**src/rtl/sext_pkg.sv**
```systemverilog
// Shared definitions for the sign/zero-extension pipeline stage.
// ext_field works on a wide fixed vector so any IN_W/OUT_W up to EXT_MAX_W can use it.
package sext_pkg;

  localparam int IN_W_DEF  = 12;
  localparam int OUT_W_DEF = 16;
  localparam int EXT_MAX_W = 64;

  // Width is clamped to in_w; a zero width yields all zeros.
  function automatic logic [EXT_MAX_W-1:0] ext_field(
    input logic [EXT_MAX_W-1:0] data,
    input int unsigned          width,
    input int unsigned          in_w,
    input logic                 signed_mode
  );
    int unsigned          we;
    logic [EXT_MAX_W-1:0] mask;
    logic [EXT_MAX_W-1:0] msb_vec;
    logic                 fill;
    we = (width > in_w) ? in_w : width;
    ext_field = '0;
    if (we != 0) begin
      mask    = ~({EXT_MAX_W{1'b1}} << we);
      msb_vec = data >> (we - 1);
      fill    = signed_mode & msb_vec[0];
      ext_field = (data & mask) | (fill ? ~mask : '0);
    end
  endfunction

endpackage

```
**src/rtl/sext_skid_buf.sv**
```systemverilog
// Generic two-entry valid/ready skid buffer: a main output register plus one skid register.
// Handshake: a beat transfers on a side when its valid and ready are both high at a rising edge.
module sext_skid_buf #(
  parameter int W = 18
) (
  input  logic         clk,
  input  logic         rst,
  input  logic         in_valid,
  output logic         in_ready,
  input  logic [W-1:0] in_data,
  output logic         out_valid,
  input  logic         out_ready,
  output logic [W-1:0] out_data
);

  logic         main_vld_q, main_vld_d;
  logic         skid_vld_q, skid_vld_d;
  logic [W-1:0] main_q, main_d;
  logic [W-1:0] skid_q, skid_d;
  logic         accept, drain;

  always_comb begin
    main_vld_d = main_vld_q;
    skid_vld_d = skid_vld_q;
    main_d     = main_q;
    skid_d     = skid_q;
    accept     = in_valid && !skid_vld_q;
    drain      = main_vld_q && out_ready;
    if (!main_vld_q || drain) begin
      // Main slot frees up: the older skid entry has priority to keep FIFO order.
      if (skid_vld_q) begin
        main_vld_d = 1'b1;
        main_d     = skid_q;
        skid_vld_d = 1'b0;
      end else begin
        main_vld_d = accept;
        if (accept) main_d = in_data;
      end
    end else if (accept) begin
      skid_vld_d = 1'b1;
      skid_d     = in_data;
    end
  end

  always_ff @(posedge clk) begin
    if (rst) begin
      main_vld_q <= 1'b0;
      skid_vld_q <= 1'b0;
      main_q     <= '0;
      skid_q     <= '0;
    end else begin
      main_vld_q <= main_vld_d;
      skid_vld_q <= skid_vld_d;
      main_q     <= main_d;
      skid_q     <= skid_d;
    end
  end

  assign in_ready  = !skid_vld_q;
  assign out_valid = main_vld_q;
  assign out_data  = main_q;

endmodule

```
**src/rtl/sign_extend_pipe.sv**
```systemverilog
// Registered sign/zero-extension stage: extends a variable-width immediate field to OUT_W bits.
// Extension is combinational on the input side; all state lives in the skid buffer.
module sign_extend_pipe
  import sext_pkg::*;
#(
  parameter int IN_W  = IN_W_DEF,
  parameter int OUT_W = OUT_W_DEF,
  parameter int WS_W  = $clog2(IN_W + 1)
) (
  input  logic             clk,
  input  logic             rst,
  input  logic             in_valid,
  output logic             in_ready,
  input  logic [IN_W-1:0]  in_data,
  input  logic [WS_W-1:0]  in_width,
  input  logic             in_signed,
  output logic             out_valid,
  input  logic             out_ready,
  output logic [OUT_W-1:0] out_data,
  output logic             out_neg,
  output logic             out_err
);

  localparam int PW = OUT_W + 2;

  logic [OUT_W-1:0] ext_d;
  logic             err_d;
  logic [PW-1:0]    pay_in;
  logic [PW-1:0]    pay_out;

  always_comb begin
    ext_d  = OUT_W'(ext_field(EXT_MAX_W'(in_data), 32'(in_width), 32'(IN_W), in_signed));
    err_d  = (in_width == '0) || (in_width > WS_W'(IN_W));
    pay_in = {err_d, ext_d[OUT_W-1], ext_d};
  end

  sext_skid_buf #(.W(PW)) u_buf (
    .clk       (clk),
    .rst       (rst),
    .in_valid  (in_valid),
    .in_ready  (in_ready),
    .in_data   (pay_in),
    .out_valid (out_valid),
    .out_ready (out_ready),
    .out_data  (pay_out)
  );

  assign {out_err, out_neg, out_data} = pay_out;

endmodule

```
**config.mk**
```make
export PLATFORM = sky130hd
export DESIGN_NAME = sign_extend_pipe
export DESIGN_NICKNAME = d
export VERILOG_FILES = /design/src/rtl/sext_pkg.sv /design/src/rtl/sext_skid_buf.sv /design/src/rtl/sign_extend_pipe.sv
export SDC_FILE = /design/constraint.sdc
export NUM_CORES = 1
export LEC_CHECK = 0
export ABC_AREA = 1
export CORE_ASPECT_RATIO = 1.1
export CORE_MARGIN = 2
export CORE_UTILIZATION = 50
export CTS_BUF_LIST = sky130_fd_sc_hd__clkbuf_16
export CTS_CLUSTER_SIZE = 24
export DETAILED_ROUTE_END_ITERATION = 10
export PLACE_DENSITY = 0.9
export SYNTH_ARGS = -nofsm -noshare
export SYNTH_HDL_FRONTEND = slang
export SYNTH_SLANG_ARGS = --single-unit
export TNS_END_PERCENT = 20
```
**constraint.sdc**
```tcl
create_clock -name clk -period 4.1 [get_ports clk]
set_input_delay 1.23 -clock clk [delete_from_list [all_inputs] [get_ports clk]]
set_output_delay 1.23 -clock clk [all_outputs]
set_load 0.05 [all_outputs]
```
==> results_dict.tcl, run 1 <==
set metrics [dict create \
    start_util_pct 52.6 \
    crit_start "in_width[2]" \
    fin_skew_ns 0.00449 \
    synth_nets 327 \
    rsz0062_at_grt "false" \
    pwr-share-clk_pct 36.6 \
    wl_mm 4.79 \
    peakVddDrop_v 0.000336 \
    cts_tree "done" \
    cts_max_level 2 \
    cap_violations 0 \
    cts_root_buf "clkbuf_16" \
    power.internal_w 0.000676 \
    r2r_start "u_buf.skid_vld_q" \
    die_h_um 69.0 \
    dr.pass1.iters 4 \
    layout-drive-gt1-share_pct 6.23 \
    portBuffers 40 \
    numCtsBuffers 5 \
    synth_seq_cells 36 \
    hold_ws_ns 0.464 \
    final-setup-viol-count 0 \
    cp-start-kind "input port" \
    synth_top_area_cell "dfxtp_1" \
    power_density_nw_per_um2 393 \
    finalHoldViolCount 0 \
    seqPwrFrac_pct 39.2 \
    rows 23 \
    dieArea_um2 4360 \
    fmax_mhz 282 \
    route.vias.total 2002 \
    power_w 0.000972 \
    grt_antenna_before_repair 0 \
    syn-cell-area_um2 1920 \
    holdCritStartpoint "u_buf.out_data[0]" \
    drt_iter0_drc 231 \
    cp-end-kind "register" \
    grt_pass1_wl_mm 8.42 \
    cts_hold_buf 0 \
    ys_seq_area_share_pct 37.5 \
    setup_tns_ns 0 \
    vias_per_cell 5.17 \
    finalNetCount 361 \
    arrival_ns 3.75 \
    hold_class "reg -> reg" \
    ios 41 \
    outcome "finished, final reports clean" \
    finalCritPeriodShare_pct 86.6 \
    p_comb_share_pct 24.2 \
    period_minus_slack_ns 3.55 \
    grtUsageTotal_pct 24.1 \
    routedWlPerCell_um 12.4 \
    route.detailed.drc 0 \
    grt_max_degree 32 \
    ys_types 21 \
    relSlewSlack_pct 49.4 \
    grt_pass1_vias 1915 \
    numClockSinks 36 \
    ant_nets 0 \
    coreArea_um2 3650 \
    yosysWarnings 0 \
    synth_top_cell_area_share_pct 37.5 \
    tightest_slew_ns 0.758 \
    diodes 0 \
    syn-instance-count 302 \
    switchingPower_w 0.000296 \
    crit_fanout 12 \
    gp_congestion 0.979 \
    p_leak_nw 1.16 \
    netlist_top_cells_area "dfxtp_1, nand2_1, a21oi_1" \
    cts_setup_buffers 0 \
    ctsResizeCount 0 \
    drv_slew 0 \
    dp_hpwl_mm 3.47 \
    swShare_pct 30.5 \
    die_w_um 63.1 \
    worstSetupPathType "in -> reg" \
    overflow 0 \
    cp.required_ns 4.30 \
    insertion_delay_ns 0.28 \
    syn_area_per_cell_um2 6.37 \
    cts.path.max_buffers 2 \
    path_clk_slew_ns 0.05 \
    synthToLayoutAreaGrowth_pct 28.8 \
]
==> layout by cell type, fill, tap and decap left out, types with 2 or more instances in the layout <==
cell type        instances
clkbuf_16                5
or2_2                    7
ha_1                     4
o21ai_0                 20
nand2_1                 84
dfxtp_1                 36
nand3b_1                 2
nand2_4                  2
clkdlybuf4s50_1         40
a21oi_1                 39
nor2_1                  46
inv_1                   22
nand3_1                 19
buf_4                    4
==> cell usage after synthesis <==
cell      number
or2_2          7
ha_1           4
inv_1         21
nand2_2        1
a31oi_1        1
nor3_1         1
nand2_4        2
buf_1          1
buf_6          1
o21ai_0       20
nand2_1       84
nand3b_1       2
o211ai_1       1
buf_4          2
dfxtp_1       36
buf_2          1
clkbuf_1      12
nand3_1       19
nor2_1        46
a21oi_2        1
a21oi_1       39
==> final cells by class <==
cell class,instances,area (um^2)
clock buffers,5,125
well taps,50,62.6
fillers,323,1180
clock inverters,3,15.0
repair buffers,44,430
inverters,21,78.8
multi-input cells,228,1040
flip-flops and latches,36,721
==> state kept, by name (all words and copies together), names as in the netlist <==
| signal | flops |
|---|---|
| u_buf.skid_vld_q | 1 |
| u_buf.out_valid | 1 |
| u_buf.skid_q | 17 |
| u_buf.out_data | 17 |
==> critical path, stage by stage <==
cell             delay, ns
clkdlybuf4s50_1       0.54
nand2_4               0.20
inv_1                 0.08
nor2_1                0.15
inv_1                 0.07
ha_1                  0.23
inv_1                 0.08
ha_1                  0.25
nand3b_1              0.17
nand3b_1              0.12
nand2_2               0.16
inv_1                 0.15
nand2_1               0.08
nand2_1               0.06
nand2_1               0.05
a21oi_1               0.13
==> power by group through the flow <==
stage / combinational (W) / sequential, W / clock, W
floorplan: 0.000114 / 0.000435 / 0
global placement: 0.000232 / 0.000387 / 0
detailed placement: 0.000234 / 0.000388 / 0
CTS: 0.000236 / 0.000381 / 0.000359
global route: 0.000259 / 0.000384 / 0.000372
finish: 0.000235 / 0.000381 / 0.000356
==> logic make-up (layout without fill, tap and decap cells) <==
group,count (synthesis),in the layout,synth area share [%]
flops,36,36,37.5
simple gates,162,162,35.1
fa+ha+maj,4,4,2.60
buf+inv,38,73,8.26
compound gates,62,62,16.5
==> per-stage QoR <==
step	area (um^2)	setup slack [ns]	instances	utilization, %
floorplan	1920	1.19	302	-
global placement	2340	0.434	379	63.9
detailed placement	2340	0.288	379	63.9
CTS	2480	0.554	387	67.8
global route	2480	0.274	387	67.8
finish	2480	0.551	387	67.8
==> path summary, 6_finish.rpt <==
check | endpoint | slack [ns] | depth (start not counted)
worst max-delay path | u_buf.out_data[14] | 0.55 | 16
worst min-delay path | u_buf.out_data[0] | 0.46 | 2
worst max register to register | u_buf.skid_q[3] | 2.06 | 7
worst min register to register | u_buf.out_data[0] | 0.46 | 2
==> metal layers <==
metal  GRT usage [%]  vias up  wire length (um)
li1                -     1027                 -
met1            29.5      894              2030
met2            40.9       70              2380
met3            4.40       11               272
met4            10.4        0               108
met5               0        -                 0
Power figures use the tool's default switching activity.
==> inputs of run 2 (changes only) <==
--- a/config.mk
+++ b/config.mk
@@ -7,12 +7,13 @@
 export LEC_CHECK = 0
 export ABC_AREA = 1
 export CORE_ASPECT_RATIO = 1.1
-export CORE_MARGIN = 2
+export CORE_MARGIN = 4
 export CORE_UTILIZATION = 50
 export CTS_BUF_LIST = sky130_fd_sc_hd__clkbuf_16
 export CTS_CLUSTER_SIZE = 24
 export DETAILED_ROUTE_END_ITERATION = 10
-export PLACE_DENSITY = 0.9
+export DONT_BUFFER_PORTS = 1
+export PLACE_DENSITY = 0.76
 export SYNTH_ARGS = -nofsm -noshare
 export SYNTH_HDL_FRONTEND = slang
 export SYNTH_SLANG_ARGS = --single-unit
==> run 2 against run 1 <==
  * Die area increased by 12%
  * Core utilization decreased by 12 points
  * Register-to-register slack got worse by 0.05 ns
  * Design area decreased by 17%
  * Worst hold slack got worse by 0.0019 ns
  * Critical path type unchanged
  * Largest power group unchanged
  * Highest routed layer unchanged
==> results_dict.tcl, run 2 (synthesis gave the netlist of run 1 again) <==
set metrics [dict create \
    cp.required_ns 4.30 \
    finalNetCount 318 \
    crit_fanout 12 \
    pwr-share-clk_pct 39.1 \
    grt_max_degree 32 \
    final-setup-viol-count 0 \
    rsz0062_at_grt "false" \
    ff2ff_path_depth 6 \
    regArea_um2 721 \
    power.internal_w 0.000635 \
    grtUsageTotal_pct 21.4 \
    drv_slew 0 \
    start_util_pct 52.2 \
    grt_pass1_vias 1732 \
    insertion_delay_ns 0.27 \
    mostFrequentLayoutCells "nand2_1, nor2_1, a21oi_1, dfxtp_1, inv_1" \
    final_common_cell "nand2_1" \
    gp_congestion 0.977 \
    fin_area_um2 2050 \
    dr.pass1.iters 4 \
    seqPwrFrac_pct 47.2 \
    diodes 0 \
    setup_tns_ns 0 \
    fin_skew_ns 0.00448 \
    switchingPower_w 0.000284 \
    ios 41 \
    ctsResizeCount 0 \
    numClockSinks 36 \
    relSlewSlack_pct 36.0 \
    p_leak_nw 0.999 \
    route.detailed.drc 0 \
    die_h_um 73.0 \
    power_density_nw_per_um2 448 \
    layout-drive-gt1-share_pct 6.12 \
    fillers 408 \
    hold_class "reg -> reg" \
    hold_ws_ns 0.462 \
    outcome "finished, final reports clean" \
    path_clk_slew_ns 0.05 \
    power_w 0.000919 \
    fmax_mhz 344 \
    vias_per_cell 5.37 \
    dpl_cell_area_um2 1910 \
    swShare_pct 30.9 \
    finalHoldViolCount 0 \
    wl_mm 4.90 \
    finalCritPeriodShare_pct 70.8 \
    cp-end-kind "register" \
    numCtsBuffers 5 \
    cts_tree "done" \
    route.vias.total 1847 \
    portBuffers 0 \
    grt_pass1_wl_mm 8.00 \
    routedWlPerCell_um 14.2 \
    cts_root_buf "clkbuf_16" \
    dp_worst_setup_slack_ns 0.950 \
    period_minus_slack_ns 2.90 \
    min_delay_path_depth 2 \
    rows 23 \
    cp-start-kind "input port" \
    cts_max_level 2 \
    overflow 0 \
    cap_violations 0 \
    arrival_ns 3.10 \
    drt_iter0_drc 109 \
    dp_hpwl_mm 3.52 \
    worstSetupPathType "in -> reg" \
    ant_nets 0 \
    die_w_um 67.1 \
    synthToLayoutAreaGrowth_pct 6.77 \
    p_comb_share_pct 13.8 \
    coreArea_um2 3680 \
    cts_hold_buf 0 \
    tightest_slew_ns 0.959 \
    cts_setup_buffers 0 \
    dieArea_um2 4900 \
    grt_antenna_before_repair 0 \
    setup_ws_ns 1.20 \
    cts.path.max_buffers 2 \
    peakVddDrop_v 0.000277 \
    multiInputGateArea_um2 1040 \
]
## run 2: cell count changes in the layout (fill, tap and decap cells not counted)
| cell | previous run | this run |
|---|---|---|
| buf_4 | 4 | 1 |
| clkdlybuf4s50_1 | 40 | 0 |
## run 2: layout make-up
| class | instances | share of cell area, % |
|---|---|---|
| Clock buffer | 5 | 6.09 |
| Clock inverter | 3 | 0.731 |
| Inverter | 21 | 3.84 |
| Multi-Input combinational cell | 228 | 50.8 |
| Sequential cell | 36 | 35.1 |
| Tap cell | 50 | 3.05 |
| Timing Repair Buffer | 1 | 0.366 |
## run 2: critical path, stage by stage
cell and delay [ns]:
nand2_4 0.12, inv_1 0.08, nor2_1 0.13, inv_1 0.06
ha_1 0.23, inv_1 0.08, ha_1 0.25, nand3b_1 0.17
nand3b_1 0.13, nand2_2 0.17, inv_1 0.15, nand2_1 0.08
nand2_1 0.06, nand2_1 0.05, a21oi_1 0.12
## run 2: through the flow
stage	utilization (%)	instances
global route	55.7	344
floorplan	-	302
CTS	55.7	344
detailed placement	51.9	336
global placement	51.9	336
finish	55.7	344
## run 2: path summary, 6_finish.rpt
path | to | slack [ns] | start
max | u_buf.out_data[12] | 1.20 | in_width[2]
min | u_buf.skid_q[13] | 0.46 | u_buf.skid_q[13]
max reg2reg | u_buf.out_data[12] | 2.01 | u_buf.out_valid
min reg2reg | u_buf.skid_q[13] | 0.46 | u_buf.skid_q[13]
## run 2: routing by layer
metal	share of wire, %	up-vias	track usage (%)
met5	0	-	0
met4	0.84	0	5.86
met3	7.2	6	6.78
met2	51	46	38.3
met1	41	851	24.0
li1	-	944	-
## run 2: power groups by stage
stage	registers (W)	logic, W	clock network (W)
finish	0.000434	0.000126	0.000359
floorplan	0.000435	0.000114	0
CTS	0.000434	0.000126	0.000364
detailed placement	0.000442	0.000125	0
global placement	0.000441	0.000123	0
global route	0.000437	0.000146	0.000380
